**src/rtl/paula_uart_host_pkg.sv**
```systemverilog
// Shared definitions for the Paula-facing host UART: FSM state encoding and frame geometry.
package paula_uart_host_pkg;

    localparam int unsigned DATA_BITS = 8;

    typedef enum logic [1:0] {
        StIdle,
        StStart,
        StData,
        StStop
    } uart_state_e;

endpackage

```
**src/rtl/uart_byte_fifo.sv**
```systemverilog
// Byte FIFO with a registered head output; a write into an empty FIFO is visible the next tick.
module uart_byte_fifo #(
    parameter int unsigned AW = 4
) (
    input  logic       clk,
    input  logic       clk7_en,
    input  logic       reset_n,
    input  logic       push,
    input  logic [7:0] din,
    input  logic       pop,
    output logic       full,
    output logic       empty,
    output logic [7:0] dout
);

    localparam int unsigned Depth = 1 << AW;

    logic [7:0]    mem [Depth];
    logic [AW-1:0] wr_ptr;
    logic [AW-1:0] rd_ptr;
    logic [AW-1:0] rd_next;
    logic [AW:0]   count;
    logic [AW:0]   count_next;
    logic          do_push;
    logic          do_pop;

    assign empty   = (count == '0);
    assign full    = (count == (AW + 1)'(Depth));
    assign do_pop  = clk7_en && pop && !empty;
    // A full FIFO still accepts a push when the same tick frees a slot.
    assign do_push = clk7_en && push && (!full || do_pop);
    assign rd_next = do_pop ? rd_ptr + AW'(1) : rd_ptr;

    always_comb begin
        count_next = count;
        if (do_push && !do_pop) begin
            count_next = count + (AW + 1)'(1);
        end else if (do_pop && !do_push) begin
            count_next = count - (AW + 1)'(1);
        end
    end

    always_ff @(posedge clk) begin
        if (do_push) begin
            mem[wr_ptr] <= din;
        end
    end

    always_ff @(posedge clk) begin
        if (!reset_n) begin
            wr_ptr <= '0;
            rd_ptr <= '0;
            count  <= '0;
            dout   <= '0;
        end else if (clk7_en) begin
            if (do_push) begin
                wr_ptr <= wr_ptr + AW'(1);
            end
            rd_ptr <= rd_next;
            count  <= count_next;
            // Bypass when the incoming byte lands on the new head slot.
            if (count_next != '0) begin
                if (do_push && (wr_ptr == rd_next)) begin
                    dout <= din;
                end else begin
                    dout <= mem[rd_next];
                end
            end
        end
    end

endmodule

```
**src/rtl/paula_uart_host.sv**
```systemverilog
// Host-side 8N1 serial peer for Paula: buffered TX/RX byte streams with valid/ready handshakes.
module paula_uart_host
    import paula_uart_host_pkg::*;
#(
    parameter int unsigned FIFO_AW = 4,
    parameter int unsigned DIV_W   = 16
) (
    input  logic             clk,
    input  logic             clk7_en,
    input  logic             reset_n,
    input  logic [DIV_W-1:0] baud_div,
    input  logic [7:0]       tx_data,
    input  logic             tx_valid,
    output logic             tx_ready,
    output logic [7:0]       rx_data,
    output logic             rx_valid,
    input  logic             rx_ready,
    output logic             rx_frame_err,
    output logic             rx_overrun,
    input  logic             err_clr,
    output logic             ser_txd,
    input  logic             ser_rxd
);

    logic             tx_full;
    logic             tx_empty;
    logic [7:0]       tx_head;
    logic             tx_load;
    uart_state_e      tx_state;
    logic [DIV_W-1:0] tx_div;
    logic [DIV_W-1:0] tx_cnt;
    logic [7:0]       tx_shreg;
    logic [2:0]       tx_bit;

    logic             rx_full;
    logic             rx_empty;
    logic             rx_pop;
    logic             rx_push;
    logic [1:0]       rx_sync;
    logic             rx_prev;
    logic             rx_fall;
    uart_state_e      rx_state;
    logic [DIV_W-1:0] rx_div;
    logic [DIV_W-1:0] rx_cnt;
    logic [DIV_W-1:0] rx_half;
    logic [7:0]       rx_shreg;
    logic [2:0]       rx_bit;

    assign tx_ready = !tx_full;
    assign rx_valid = !rx_empty;
    assign rx_pop   = rx_valid && rx_ready;

    uart_byte_fifo #(.AW(FIFO_AW)) u_tx_fifo (
        .clk     (clk),
        .clk7_en (clk7_en),
        .reset_n (reset_n),
        .push    (tx_valid),
        .din     (tx_data),
        .pop     (tx_load),
        .full    (tx_full),
        .empty   (tx_empty),
        .dout    (tx_head)
    );

    uart_byte_fifo #(.AW(FIFO_AW)) u_rx_fifo (
        .clk     (clk),
        .clk7_en (clk7_en),
        .reset_n (reset_n),
        .push    (rx_push),
        .din     (rx_shreg),
        .pop     (rx_pop),
        .full    (rx_full),
        .empty   (rx_empty),
        .dout    (rx_data)
    );

    // A frame starts from idle or directly at the end of a stop bit (no idle gap).
    assign tx_load = !tx_empty && ((tx_state == StIdle) || (tx_state == StStop && tx_cnt == '0));

    always_ff @(posedge clk) begin
        if (!reset_n) begin
            tx_state <= StIdle;
            ser_txd  <= 1'b1;
            tx_div   <= '0;
            tx_cnt   <= '0;
            tx_shreg <= '0;
            tx_bit   <= '0;
        end else if (clk7_en) begin
            if (tx_load) begin
                tx_shreg <= tx_head;
                tx_div   <= baud_div;
                tx_cnt   <= baud_div;
                ser_txd  <= 1'b0;
                tx_state <= StStart;
            end else begin
                unique case (tx_state)
                    StIdle: tx_state <= StIdle;
                    StStart: begin
                        if (tx_cnt == '0) begin
                            tx_cnt   <= tx_div;
                            ser_txd  <= tx_shreg[0];
                            tx_bit   <= '0;
                            tx_state <= StData;
                        end else begin
                            tx_cnt <= tx_cnt - DIV_W'(1);
                        end
                    end
                    StData: begin
                        if (tx_cnt == '0) begin
                            tx_cnt <= tx_div;
                            if (tx_bit == 3'(DATA_BITS - 1)) begin
                                ser_txd  <= 1'b1;
                                tx_state <= StStop;
                            end else begin
                                tx_shreg <= tx_shreg >> 1;
                                ser_txd  <= tx_shreg[1];
                                tx_bit   <= tx_bit + 3'd1;
                            end
                        end else begin
                            tx_cnt <= tx_cnt - DIV_W'(1);
                        end
                    end
                    StStop: begin
                        if (tx_cnt == '0) begin
                            tx_state <= StIdle;
                        end else begin
                            tx_cnt <= tx_cnt - DIV_W'(1);
                        end
                    end
                    default: tx_state <= StIdle;
                endcase
            end
        end
    end

    always_ff @(posedge clk) begin
        if (!reset_n) begin
            rx_sync <= 2'b11;
            rx_prev <= 1'b1;
        end else if (clk7_en) begin
            rx_sync <= {rx_sync[0], ser_rxd};
            rx_prev <= rx_sync[1];
        end
    end

    assign rx_fall = rx_prev && !rx_sync[1];
    assign rx_half = baud_div >> 1;

    always_ff @(posedge clk) begin
        if (!reset_n) begin
            rx_state     <= StIdle;
            rx_div       <= '0;
            rx_cnt       <= '0;
            rx_shreg     <= '0;
            rx_bit       <= '0;
            rx_push      <= 1'b0;
            rx_frame_err <= 1'b0;
        end else if (clk7_en) begin
            rx_push <= 1'b0;
            if (err_clr) begin
                rx_frame_err <= 1'b0;
            end
            unique case (rx_state)
                StIdle: begin
                    if (rx_fall) begin
                        rx_div <= baud_div;
                        // With a zero half-bit offset the edge tick itself is the start sample.
                        if (rx_half == '0) begin
                            rx_cnt   <= baud_div;
                            rx_bit   <= '0;
                            rx_state <= StData;
                        end else begin
                            rx_cnt   <= rx_half - DIV_W'(1);
                            rx_state <= StStart;
                        end
                    end
                end
                StStart: begin
                    if (rx_cnt == '0) begin
                        if (!rx_sync[1]) begin
                            rx_cnt   <= rx_div;
                            rx_bit   <= '0;
                            rx_state <= StData;
                        end else begin
                            rx_state <= StIdle;
                        end
                    end else begin
                        rx_cnt <= rx_cnt - DIV_W'(1);
                    end
                end
                StData: begin
                    if (rx_cnt == '0) begin
                        rx_shreg <= {rx_sync[1], rx_shreg[7:1]};
                        rx_cnt   <= rx_div;
                        if (rx_bit == 3'(DATA_BITS - 1)) begin
                            rx_state <= StStop;
                        end else begin
                            rx_bit <= rx_bit + 3'd1;
                        end
                    end else begin
                        rx_cnt <= rx_cnt - DIV_W'(1);
                    end
                end
                StStop: begin
                    if (rx_cnt == '0) begin
                        if (rx_sync[1]) begin
                            rx_push <= 1'b1;
                        end else begin
                            rx_frame_err <= 1'b1;
                        end
                        rx_state <= StIdle;
                    end else begin
                        rx_cnt <= rx_cnt - DIV_W'(1);
                    end
                end
                default: rx_state <= StIdle;
            endcase
        end
    end

    always_ff @(posedge clk) begin
        if (!reset_n) begin
            rx_overrun <= 1'b0;
        end else if (clk7_en) begin
            if (rx_push && rx_full && !rx_pop) begin
                rx_overrun <= 1'b1;
            end else if (err_clr) begin
                rx_overrun <= 1'b0;
            end
        end
    end

endmodule

```
**config.mk**
```make
export PLATFORM = sky130hd
export DESIGN_NAME = paula_uart_host
export DESIGN_NICKNAME = d
export VERILOG_FILES = /design/src/rtl/paula_uart_host_pkg.sv /design/src/rtl/uart_byte_fifo.sv /design/src/rtl/paula_uart_host.sv
export SDC_FILE = /design/constraint.sdc
export NUM_CORES = 1
export LEC_CHECK = 0
export CAP_MARGIN = 15
export CORE_AREA = 4 4 217 219
export CTS_CLUSTER_SIZE = 20
export DETAILED_ROUTE_END_ITERATION = 10
export DIE_AREA = 0 0 221 223
export GPL_TIMING_DRIVEN = 0
export PLACE_DENSITY = 0.67
export SLEW_MARGIN = 15
export SYNTH_ARGS = -nofsm -noshare
export SYNTH_HDL_FRONTEND = slang
export SYNTH_HIERARCHICAL = 1
export SYNTH_SLANG_ARGS = --single-unit
```
**constraint.sdc**
```tcl
create_clock -name clk -period 13 [get_ports clk]
set_clock_uncertainty 0.05 [all_clocks]
set_input_delay 3.9 -clock clk [delete_from_list [all_inputs] [get_ports clk]]
set_output_delay 3.9 -clock clk [all_outputs]
set_load 0.02 [all_outputs]
```
==> results of run 1 <==
## registers in the layout (all words and copies together), names as in the netlist, 2 cells and up
signal            count
u_rx_fifo/wr_ptr      4
u_rx_fifo/mem       128
rx_div               16
u_tx_fifo/rd_ptr      4
u_tx_fifo/mem       128
u_rx_fifo/rd_ptr      4
rx_cnt               16
tx_state              2
u_tx_fifo/count       5
tx_cnt               16
rx_sync               2
rx_shreg              8
tx_shreg              8
u_rx_fifo/dout        8
tx_div               16
rx_state              2
rx_bit                3
u_tx_fifo/wr_ptr      4
tx_bit                3
u_rx_fifo/count       5
u_tx_fifo/dout        8
## path summary, 6_finish.rpt
check                     start                 to  slack [ns]  cells past startpoint
max                     clk7_en  u_rx_fifo/dout[1]        5.53                     11
min reg2reg           tx_div[0]          tx_div[0]        0.41                      2
min                   tx_div[0]          tx_div[0]        0.41                      2
max reg2reg  u_rx_fifo/count[0]  u_rx_fifo/dout[5]        7.13                     17
## worst min-delay path: stages, from the launching register on
cell and delay (ns):
dfxtp_1 0.31, nand2_1 0.05, a21oi_1 0.05
## layout make-up
class,count,area (um^2),share of cell area [%]
flip-flops and latches,395,10500,46.2
multi-input cells,1340,8910,39.3
clock buffers,64,1260,5.56
well taps,600,751,3.31
plain buffers,141,626,2.76
repair buffers,38,380,1.68
inverters,38,148,0.652
clock inverters,11,110,0.486
## kinds of logic after synthesis
logic type	Yosys count	share of synthesized area, %
buf+inv	179	3.84
flops	395	52.0
xor+xnor	45	2.21
compound gates	520	17.9
fa+ha+maj	31	1.93
mux	99	5.69
simple gates	645	16.4
## metrics by stage
| stage | worst slack, ns | instance area [um^2] | utilization, % | std cells |
|---|---|---|---|---|
| 6_report | 5.53 | 22700 | 50.2 | 2627 |
| 5_1_grt | 5.42 | 22700 | 50.2 | 2627 |
| 4_1_cts | 5.57 | 22600 | 50.2 | 2627 |
| 3_5_place_dp | 5.12 | 21300 | 47.2 | 2552 |
| 3_3_place_gp | 5.15 | 21200 | 47.1 | 2552 |
| 2_1_floorplan | 6.53 | 20100 | - | 1914 |
## layer usage
| metal | up-vias | share of wire (%) |
|---|---|---|
| met4 | 0 | 3.1 |
| met3 | 120 | 7.0 |
| met2 | 677 | 47 |
| met5 | - | 0 |
| li1 | 7462 | - |
| met1 | 8009 | 43 |
## power by group through the flow
stage | logic, mW | clock network, mW | registers (mW)
6_report | 0.592 | 1.20 | 1.40
5_1_grt | 0.642 | 1.27 | 1.40
4_1_cts | 0.582 | 1.22 | 1.40
3_5_place_dp | 0.578 | 0 | 1.42
3_3_place_gp | 0.567 | 0 | 1.42
2_1_floorplan | 0.401 | 0 | 1.42
## cell usage after synthesis (18+ instances only)
library cell / instances / area, um^2
nor2_1: 119 / 447
mux2_2: 22 / 248
xnor2_1: 23 / 201
a211oi_1: 48 / 360
nand2b_1: 63 / 394
edfxtp_1: 256 / 7690
o22ai_1: 43 / 269
a21oi_1: 112 / 561
inv_1: 34 / 128
nand3_1: 46 / 230
o211ai_1: 32 / 240
o21ai_0: 71 / 355
dfxtp_1: 139 / 2780
nor4_1: 18 / 113
nand2_1: 215 / 807
ha_1: 31 / 388
and2_1: 21 / 131
mux2i_1: 67 / 671
nor3_1: 43 / 215
clkbuf_1: 98 / 368
o221ai_1: 31 / 272
buf_2: 23 / 115
a31oi_1: 31 / 194
==> flow_summary.json, run 1 <==
{
  "status": "finished clean",
  "avgSynthCellArea_um2": 10.5,
  "ant_nets": 0,
  "wl_um": 57500,
  "async_flop_share_pct": 0,
  "clk_path_buf_depth": 3,
  "cts-resized-gates": 0,
  "p_leak_nw": 7.29,
  "clk_pin_slew_ns": 0.06,
  "cts.htree.levels": 2,
  "comb_power_share_pct": 18.6,
  "viasPerCell": 6.19,
  "grt_max_degree": 20,
  "path_cells": "clkdlybuf4s50_1, clkbuf_1, nand2_1, clkbuf_1, nor2_2, clkbuf_1, nand2_1, o2bb2ai_1, o2111ai_1, o2111a_1, o22ai_1",
  "holdWs_ns": 0.406,
  "core_um2": 45100,
  "crit_buf_inv": 4,
  "fillers": 4042,
  "grt_pass1_vias": 15800,
  "finalSetupViolations": 0,
  "die_h_um": 223,
  "yosys_register_bits": 395,
  "period_share_pct": 57.5,
  "pwr-share-seq_pct": 43.8,
  "critPathMaxStageDelay_ns": 0.76,
  "vias": 16300,
  "hold_buffers": 0,
  "cp_max_fo": 10,
  "worstSetupStartpointType": "input pin",
  "ys_warn_count": 6,
  "crit_path_frequent_cell": "clkbuf_1",
  "rsz0062_at_grt": "false",
  "syn-cell-area_um2": 20100,
  "drtIter0Drc": 1632,
  "dr.pass1.iters": 6,
  "hold_violations": 0,
  "post_drt_wl_per_cell_um": 21.9,
  "grt_pass1_wl_um": 88800,
  "finalWeightedCongestion": 0.928,
  "grt_use_total_pct": 22.2,
  "dieArea_um2": 49300,
  "cp_slowest_cell": "clkdlybuf4s50_1",
  "synth_nets": 1976,
  "std_cell_rows": 78,
  "critical_path_required_ns": 13.42,
  "grt_overflow": 0,
  "switchingPower_mw": 0.903,
  "slew_viol_final": 0,
  "critPathKind": "input pin to flip-flop",
  "area_growth_pct": 12.6,
  "nNetsFinal": 2059,
  "crit_path_end_kind": "flip-flop",
  "mostFrequentLayoutCells": "edfxtp_1 (256), nand2_1 (215), dfxtp_1 (139), nor2_1 (119)",
  "final_layout_size_suffix_gt1_share_pct": 9.03,
  "post_cts_buffers": 0,
  "finalCriticalPeriod_ns": 7.47,
  "vdd_drop_max_uv": 118,
  "dieWidth_um": 221,
  "power_frac_clock_pct": 37.6,
  "drv_cap": 0,
  "drc_errors": 0,
  "seq_area_frac_synth_pct": 52.0,
  "root_buffer": "clkbuf_16",
  "grt_util_met2_pct": 36.9,
  "use_met1_pct": 30.3,
  "synth_flop_cell": "edfxtp_1",
  "worst_pin_slew_ns": 1.02,
  "hold_class": "flip-flop to flip-flop",
  "total_power_mw": 3.19,
  "cts_sinks": 395,
  "cts_tree": "built",
  "busiest_layer": "met2",
  "switching_share_pct": 28.3,
  "final_common_cell": "edfxtp_1",
  "cts_buffers": 43,
  "synth-edff-count": 256,
  "diodes": 0,
  "start_util_pct": 44.6,
  "p_per_area_nw_per_um2": 141,
  "clk_latency_ns": 0.57,
  "syn_inst": 1914,
  "grt_util_met3_pct": 2.96,
  "cp.arrival_ns": 7.89,
  "pin_count": 44,
  "internal_power_mw": 2.28,
  "antenna_found_initial": 0,
  "hpwl_um": 39400,
  "max_slew_margin_pct": 31.5,
  "ys_types": 104,
  "fin_tns_setup_ns": 0,
  "cpLargestDelayFamily": "buffers and inverters",
  "fmax_mhz": 134,
  "port-buffer-count": 38
}
Note: power is estimated with default switching activity, not from simulation.
==> run 2, diff against run 1 <==
==> constraint.sdc (replaced) <==
create_clock -name clk -period 7.18 [get_ports clk]
set_clock_uncertainty 0.05 [all_clocks]
set_input_delay 2.154 -clock clk [delete_from_list [all_inputs] [get_ports clk]]
set_output_delay 2.154 -clock clk [all_outputs]
set_load 0.02 [all_outputs]
==> results of run 2 <==
The final DEF is identical to that of run 1. Status: finished clean.
Main changes from that run: setup slack after placement 5.12 ns -> 1.04 ns; setup slack after layout 5.53 ns -> 1.31 ns; start point of the critical path clk7_en -> u_rx_fifo/count[0]; end point of the critical path u_rx_fifo/dout[1] -> u_rx_fifo/dout[5]; register-to-register setup slack 7.13 ns -> 1.31 ns; total power 3.19 mW -> 5.76 mW; worst IR drop on VDD 118 uV -> 213 uV
